### src/rtl/bus_arbiter.sv
// Two-master system bus arbiter: round-robin grant, latched one-hot slave select,
// and forced release of a master that holds the bus too long.
module bus_arbiter #(
  parameter int unsigned          SLAVE_LEN = 2,
  parameter int unsigned          SLAVE_NUM = 3,
  parameter int unsigned          TOUT_LEN  = 12,
  parameter logic [TOUT_LEN-1:0]  TIMEOUT   = 12'hFFF
) (
  input  logic                 clk,
  input  logic                 reset,
  input  logic                 breq1_i,
  input  logic                 breq2_i,
  input  logic [SLAVE_LEN-1:0] bslave1_i,
  input  logic [SLAVE_LEN-1:0] bslave2_i,
  input  logic [SLAVE_NUM-1:0] slave_ready_i,
  output logic                 bgrant1_o,
  output logic                 bgrant2_o,
  output logic                 bus_busy_o,
  output logic                 msel_o,
  output logic [SLAVE_NUM-1:0] ssel_o,
  output logic                 req_err_o,
  output logic                 timeout_err_o
);

  localparam logic [SLAVE_LEN:0]  MAX_ID   = (SLAVE_LEN+1)'(SLAVE_NUM);
  localparam logic [TOUT_LEN-1:0] CNT_LAST = TIMEOUT - TOUT_LEN'(1);

  typedef enum logic [1:0] {IDLE, GRANT1, GRANT2, RELEASE} state_e;

  state_e                 state_q, state_d;
  logic [TOUT_LEN-1:0]    cnt_q, cnt_d;
  logic                   last2_q, last2_d;
  logic                   lock1_q, lock1_d, lock2_q, lock2_d;
  logic                   bgrant1_q, bgrant1_d, bgrant2_q, bgrant2_d;
  logic                   bus_busy_q, bus_busy_d;
  logic                   msel_q, msel_d;
  logic [SLAVE_NUM-1:0]   ssel_q, ssel_d;
  logic                   req_err_q, req_err_d;
  logic                   tout_q, tout_d;
  logic                   elig1_c, elig2_c;

  function automatic logic id_valid(input logic [SLAVE_LEN-1:0] id);
    return (id != '0) && ({1'b0, id} <= MAX_ID);
  endfunction

  function automatic logic [SLAVE_NUM-1:0] id_onehot(input logic [SLAVE_LEN-1:0] id);
    logic [SLAVE_NUM-1:0] oh;
    oh = '0;
    for (int k = 0; k < int'(SLAVE_NUM); k++) oh[k] = (id == SLAVE_LEN'(k + 1));
    return oh;
  endfunction

  // A master may only be granted toward a valid, idle slave while not locked out.
  assign elig1_c = breq1_i && id_valid(bslave1_i) && |(id_onehot(bslave1_i) & slave_ready_i) && !lock1_q;
  assign elig2_c = breq2_i && id_valid(bslave2_i) && |(id_onehot(bslave2_i) & slave_ready_i) && !lock2_q;

  always_comb begin
    state_d   = state_q;
    cnt_d     = cnt_q;
    last2_d   = last2_q;
    lock1_d   = lock1_q && breq1_i;
    lock2_d   = lock2_q && breq2_i;
    bgrant1_d = bgrant1_q;
    bgrant2_d = bgrant2_q;
    msel_d    = msel_q;
    ssel_d    = ssel_q;
    req_err_d = 1'b0;
    tout_d    = 1'b0;

    case (state_q)
      IDLE: begin
        req_err_d = (breq1_i && !id_valid(bslave1_i)) || (breq2_i && !id_valid(bslave2_i));
        // On a tie the master that did not win last time goes first.
        if (elig1_c && (!elig2_c || last2_q)) begin
          state_d   = GRANT1;
          bgrant1_d = 1'b1;
          msel_d    = 1'b0;
          ssel_d    = id_onehot(bslave1_i);
          cnt_d     = '0;
          last2_d   = 1'b0;
        end else if (elig2_c) begin
          state_d   = GRANT2;
          bgrant2_d = 1'b1;
          msel_d    = 1'b1;
          ssel_d    = id_onehot(bslave2_i);
          cnt_d     = '0;
          last2_d   = 1'b1;
        end
      end
      GRANT1, GRANT2: begin
        if (!(state_q == GRANT1 ? breq1_i : breq2_i)) begin
          state_d   = RELEASE;
          bgrant1_d = 1'b0;
          bgrant2_d = 1'b0;
          ssel_d    = '0;
        end else if (cnt_q < CNT_LAST) begin
          cnt_d = cnt_q + TOUT_LEN'(1);
        end else begin
          state_d   = RELEASE;
          bgrant1_d = 1'b0;
          bgrant2_d = 1'b0;
          ssel_d    = '0;
          tout_d    = 1'b1;
          if (state_q == GRANT1) lock1_d = 1'b1;
          else                   lock2_d = 1'b1;
        end
      end
      RELEASE: state_d = IDLE;
      default: state_d = IDLE;
    endcase

    bus_busy_d = bgrant1_d || bgrant2_d;
  end

  always_ff @(posedge clk or posedge reset) begin
    if (reset) begin
      state_q    <= IDLE;
      cnt_q      <= '0;
      last2_q    <= 1'b1;
      lock1_q    <= 1'b0;
      lock2_q    <= 1'b0;
      bgrant1_q  <= 1'b0;
      bgrant2_q  <= 1'b0;
      bus_busy_q <= 1'b0;
      msel_q     <= 1'b0;
      ssel_q     <= '0;
      req_err_q  <= 1'b0;
      tout_q     <= 1'b0;
    end else begin
      state_q    <= state_d;
      cnt_q      <= cnt_d;
      last2_q    <= last2_d;
      lock1_q    <= lock1_d;
      lock2_q    <= lock2_d;
      bgrant1_q  <= bgrant1_d;
      bgrant2_q  <= bgrant2_d;
      bus_busy_q <= bus_busy_d;
      msel_q     <= msel_d;
      ssel_q     <= ssel_d;
      req_err_q  <= req_err_d;
      tout_q     <= tout_d;
    end
  end

  assign bgrant1_o     = bgrant1_q;
  assign bgrant2_o     = bgrant2_q;
  assign bus_busy_o    = bus_busy_q;
  assign msel_o        = msel_q;
  assign ssel_o        = ssel_q;
  assign req_err_o     = req_err_q;
  assign timeout_err_o = tout_q;

endmodule

### config.mk
export PLATFORM = sky130hd
export DESIGN_NAME = bus_arbiter
export DESIGN_NICKNAME = d
export VERILOG_FILES = /design/src/rtl/bus_arbiter.sv
export SDC_FILE = /design/constraint.sdc
export NUM_CORES = 1
export LEC_CHECK = 0
export ABC_AREA = 1
export CELL_PAD_IN_SITES_DETAIL_PLACEMENT = 0
export CELL_PAD_IN_SITES_GLOBAL_PLACEMENT = 1
export CORE_UTILIZATION = 42
export CTS_BUF_LIST = sky130_fd_sc_hd__clkbuf_4 sky130_fd_sc_hd__clkbuf_8
export DETAILED_ROUTE_END_ITERATION = 16
export GPL_TIMING_DRIVEN = 0
export HOLD_SLACK_MARGIN = 0.03
export PLACE_DENSITY = 0.88
export SETUP_SLACK_MARGIN = 0.3
export SLEW_MARGIN = 20
export SYNTH_ARGS = -nofsm -noshare
export SYNTH_HDL_FRONTEND = slang
export SYNTH_SLANG_ARGS = --single-unit
### constraint.sdc
create_clock -name clk -period 1.8 [get_ports clk]
set_input_delay 0.36 -clock clk [delete_from_list [all_inputs] [get_ports clk]]
set_output_delay 0.36 -clock clk [all_outputs]
set_load 0.05 [all_outputs]
==> results.sh <==
export IMPL_status="finished, final reports clean"
export IMPL_synth_avg_cell_area_um2=7.417
export IMPL_antenna_found_initial=0
export IMPL_hold_viol_final=0
export IMPL_drc=0
export IMPL_rows=22
export IMPL_syn_cell_area_um2=1654
export IMPL_clock_latency_ns=0.27
export IMPL_grt_pass1_vias=1409
export IMPL_maxSlewHeadroom_pct=61.83
export IMPL_worst_path_buf_inv=3
export IMPL_wire_per_inst_um=11.97
export IMPL_grt_max_degree=27
export IMPL_min_delay_start="breq1_i"
export IMPL_worstPathRequired_ns=2.01
export IMPL_chipWidth_um=64.76
export IMPL_hold_ws_ns=0.4237
export IMPL_r2r_end="cnt_q[9]"
export IMPL_slew_viol_final=0
export IMPL_drt_iter0_drc=40
export IMPL_core_um2=3716
export IMPL_arrival_ns=1.90
export IMPL_routabilityCongestion=0.8021
export IMPL_finalPower_uw=3888
export IMPL_hold_depth=3
export IMPL_ys_warn_count=0
export IMPL_path_max_fanout=5
export IMPL_die_y_um=64.76
export IMPL_crit_top_cell="o21ai_2"
export IMPL_grt_overflow_total=0
export IMPL_ir_worst_vdd_mv=1.186
export IMPL_critPathKind="flip-flop to flip-flop"
export IMPL_drive_gt1_share_pct=32.05
export IMPL_dpl_instance_area_um2=1936
export IMPL_ant_nets=0
export IMPL_skew_ns=0.004741
export IMPL_power_density_nw_per_um2=1731
export IMPL_cts_tree="built"
export IMPL_synth_fp_nets=239
export IMPL_synth_seq_cells=26
export IMPL_seq_area_frac_synth_pct=39.41
export IMPL_wl_um=3675
export IMPL_synth_area_top_cells="dfrtp_1 38%, nand2_1 17%, inv_1 6.1%"
export IMPL_ys_flop_type="dfrtp_1"
export IMPL_r2r_start="state_q[0]"
export IMPL_endpoint_kind="flip-flop"
export IMPL_rsz0062_at_grt="true"
export IMPL_cts_buffers=3
export IMPL_grt_pass1_wl_um=6361
export IMPL_synth_edff_count=0
export IMPL_hold_end="lock1_q"
export IMPL_layout_cells_non_filler=307
export IMPL_placed_cells=290
export IMPL_ctsHoldBuffers=0
export IMPL_num_io_pins=20
export IMPL_async_flop_share_pct=100.0
export IMPL_final_core_util_pct=60.44
export IMPL_critPathLaunchType="flip-flop"
export IMPL_max_freq_mhz=591.4
export IMPL_num_vias=1482
export IMPL_numClockSinks=26
export IMPL_path_delay_family="flip-flops"
export IMPL_clk_pin_slew_ns=0.09
export IMPL_post_route_period_util_pct=93.93
export IMPL_area_growth_pct=35.78
export IMPL_drtPass1Iterations=4
export IMPL_die_area_um2=4193
export IMPL_synth_cell_types=26
export IMPL_r2r_cells=10
export IMPL_p_leak_uw=0.001151
export IMPL_max_cap_violations=0
export IMPL_worst_pin_slew_ns=0.5718
export IMPL_grt_util_all_layers_pct=19.90
export IMPL_root_buffer="clkbuf_8"
export IMPL_r2r_slack_ns=0.11
export IMPL_syn_inst=223
export IMPL_cp_cell_sequence="inv_2 -> ha_4 -> o21ai_2 -> nor2_2 -> nand2_2 -> o21ai_2 -> nand2_4 -> buf_6 -> buf_6 -> o21ai_2"
export IMPL_numPortBuffers=19
export IMPL_cp_slowest_cell="dfrtp_2"
export IMPL_final_area_um2=2246
export IMPL_via_per_inst=4.827
export IMPL_critPathMaxStageDelay_ns=0.42
export IMPL_synth_top_area_share_pct=37.82
export IMPL_initial_core_util_pct=44.51
export IMPL_htreeDepth=1
export IMPL_yosysTopAreaCell="dfrtp_1"
export IMPL_diodes=0
export IMPL_setup_viol=0
export IMPL_cts_path_max_buffers=2
export IMPL_hp_class="primary input to flip-flop"
export IMPL_min_period_ns=1.691
export IMPL_num_nets_final=276
export IMPL_place_hpwl_um=2458
logic make-up after synthesis:
family	share of synthesized area [%]
AND/OR/NAND/NOR	38.88
buffers and inverters	7.942
flip-flops	39.41
AO/OA/AOI/OAI	8.397
adder cells (fa/ha/maj)	3.782
XOR/XNOR	1.589
through the flow:
step | worst slack (ns) | setup TNS, ns
finish | 0.1092 | 0
global route | 0.01887 | 0
CTS | 0.1415 | 0
detailed placement | -0.1973 | -3.080
global placement | -0.1959 | -3.082
floorplan | 0.2506 | 0
where the power goes:
group	internal [uW]	switching [uW]	leakage [uW]
registers	770	168	0.000347
clock network	196	187	0.0000288
logic	1140	1430	0.000775
synthesized netlist by cell type, types with 2 or more instances:
master    instances
dfrtp_1          25
buf_6             2
nand3b_1          5
o21ai_2           9
nor2_4            2
ha_1              5
inv_1            27
o21ai_0           6
nand3_2           4
nand2_1          74
nor2_1           20
a21oi_1           2
xor2_1            3
nand3_1          20
nand2_2           6
or2_2             3
cell usage in the layout, fill, tap and decap left out, drive strengths merged, types with 2 or more instances in the layout:
| master | count |
|---|---|
| xor2 | 3 |
| clkbuf | 11 |
| inv | 28 |
| clkdlybuf4s50 | 4 |
| ha | 5 |
| dlygate4sd2 | 5 |
| buf | 15 |
| o21ai | 16 |
| a21oi | 2 |
| or2 | 3 |
| nand3b | 5 |
| nor2 | 23 |
| dfrtp | 25 |
| clkdlybuf4s15 | 3 |
| nand3 | 24 |
| nand2 | 81 |
state kept, by name (all words and copies together), names as in the netlist:
name	count
cnt_q	12
ssel_o	3
state_q	2
bgrant1_o	1
bgrant2_o	1
bus_busy_o	1
last2_q	1
lock1_q	1
lock2_q	1
msel_o	1
req_err_o	1
timeout_err_o	1
layout make-up:
cell class | count | area (um^2)
tap | 48 | 60.06
sequential | 26 | 653.1
fill | 349 | 1470
timing repair buffer | 32 | 310.3
inverter | 28 | 107.6
multi-input combinational | 166 | 1008
clock buffer | 4 | 55.05
buffer | 3 | 51.30
tightest hold or removal path: stages:
cell            delay [ns]
dlymetal6s2s_1        0.17
nand2_1               0.07
o21ai_1               0.05
worst max-delay path by stage:
stage | endpoint | from | slack (ns) | depth (start not counted)
6_report | cnt_q[9] | state_q[0] | 0.11 | 10
5_1_grt | cnt_q[9] | state_q[1] | 0.02 | 10
4_1_cts | bus_busy_o | state_q[1] | 0.14 | 13
3_5_place_dp | cnt_q[9] | bslave2_i[0] | -0.20 | 9
3_3_place_gp | cnt_q[9] | bslave2_i[0] | -0.20 | 9
2_1_floorplan | cnt_q[9] | state_q[0] | 0.25 | 10
timing repair:
action	4_1_cts	5_1_grt
cloned	1	1
endpoints found under the setup margin	33	33
resized for setup	42	39
hold endpoints to repair	0	0
pin swaps	7	14
buffers inserted	9	2
metal layers:
metal	wire length (um)	global-route usage, %	part of all wire, %
met1	1773	27.37	48
met5	0	0	0
met4	42	4.167	1.1
met3	112	3.697	3.0
met2	1747	32.29	48
Note: power is estimated with default switching activity, not from simulation.
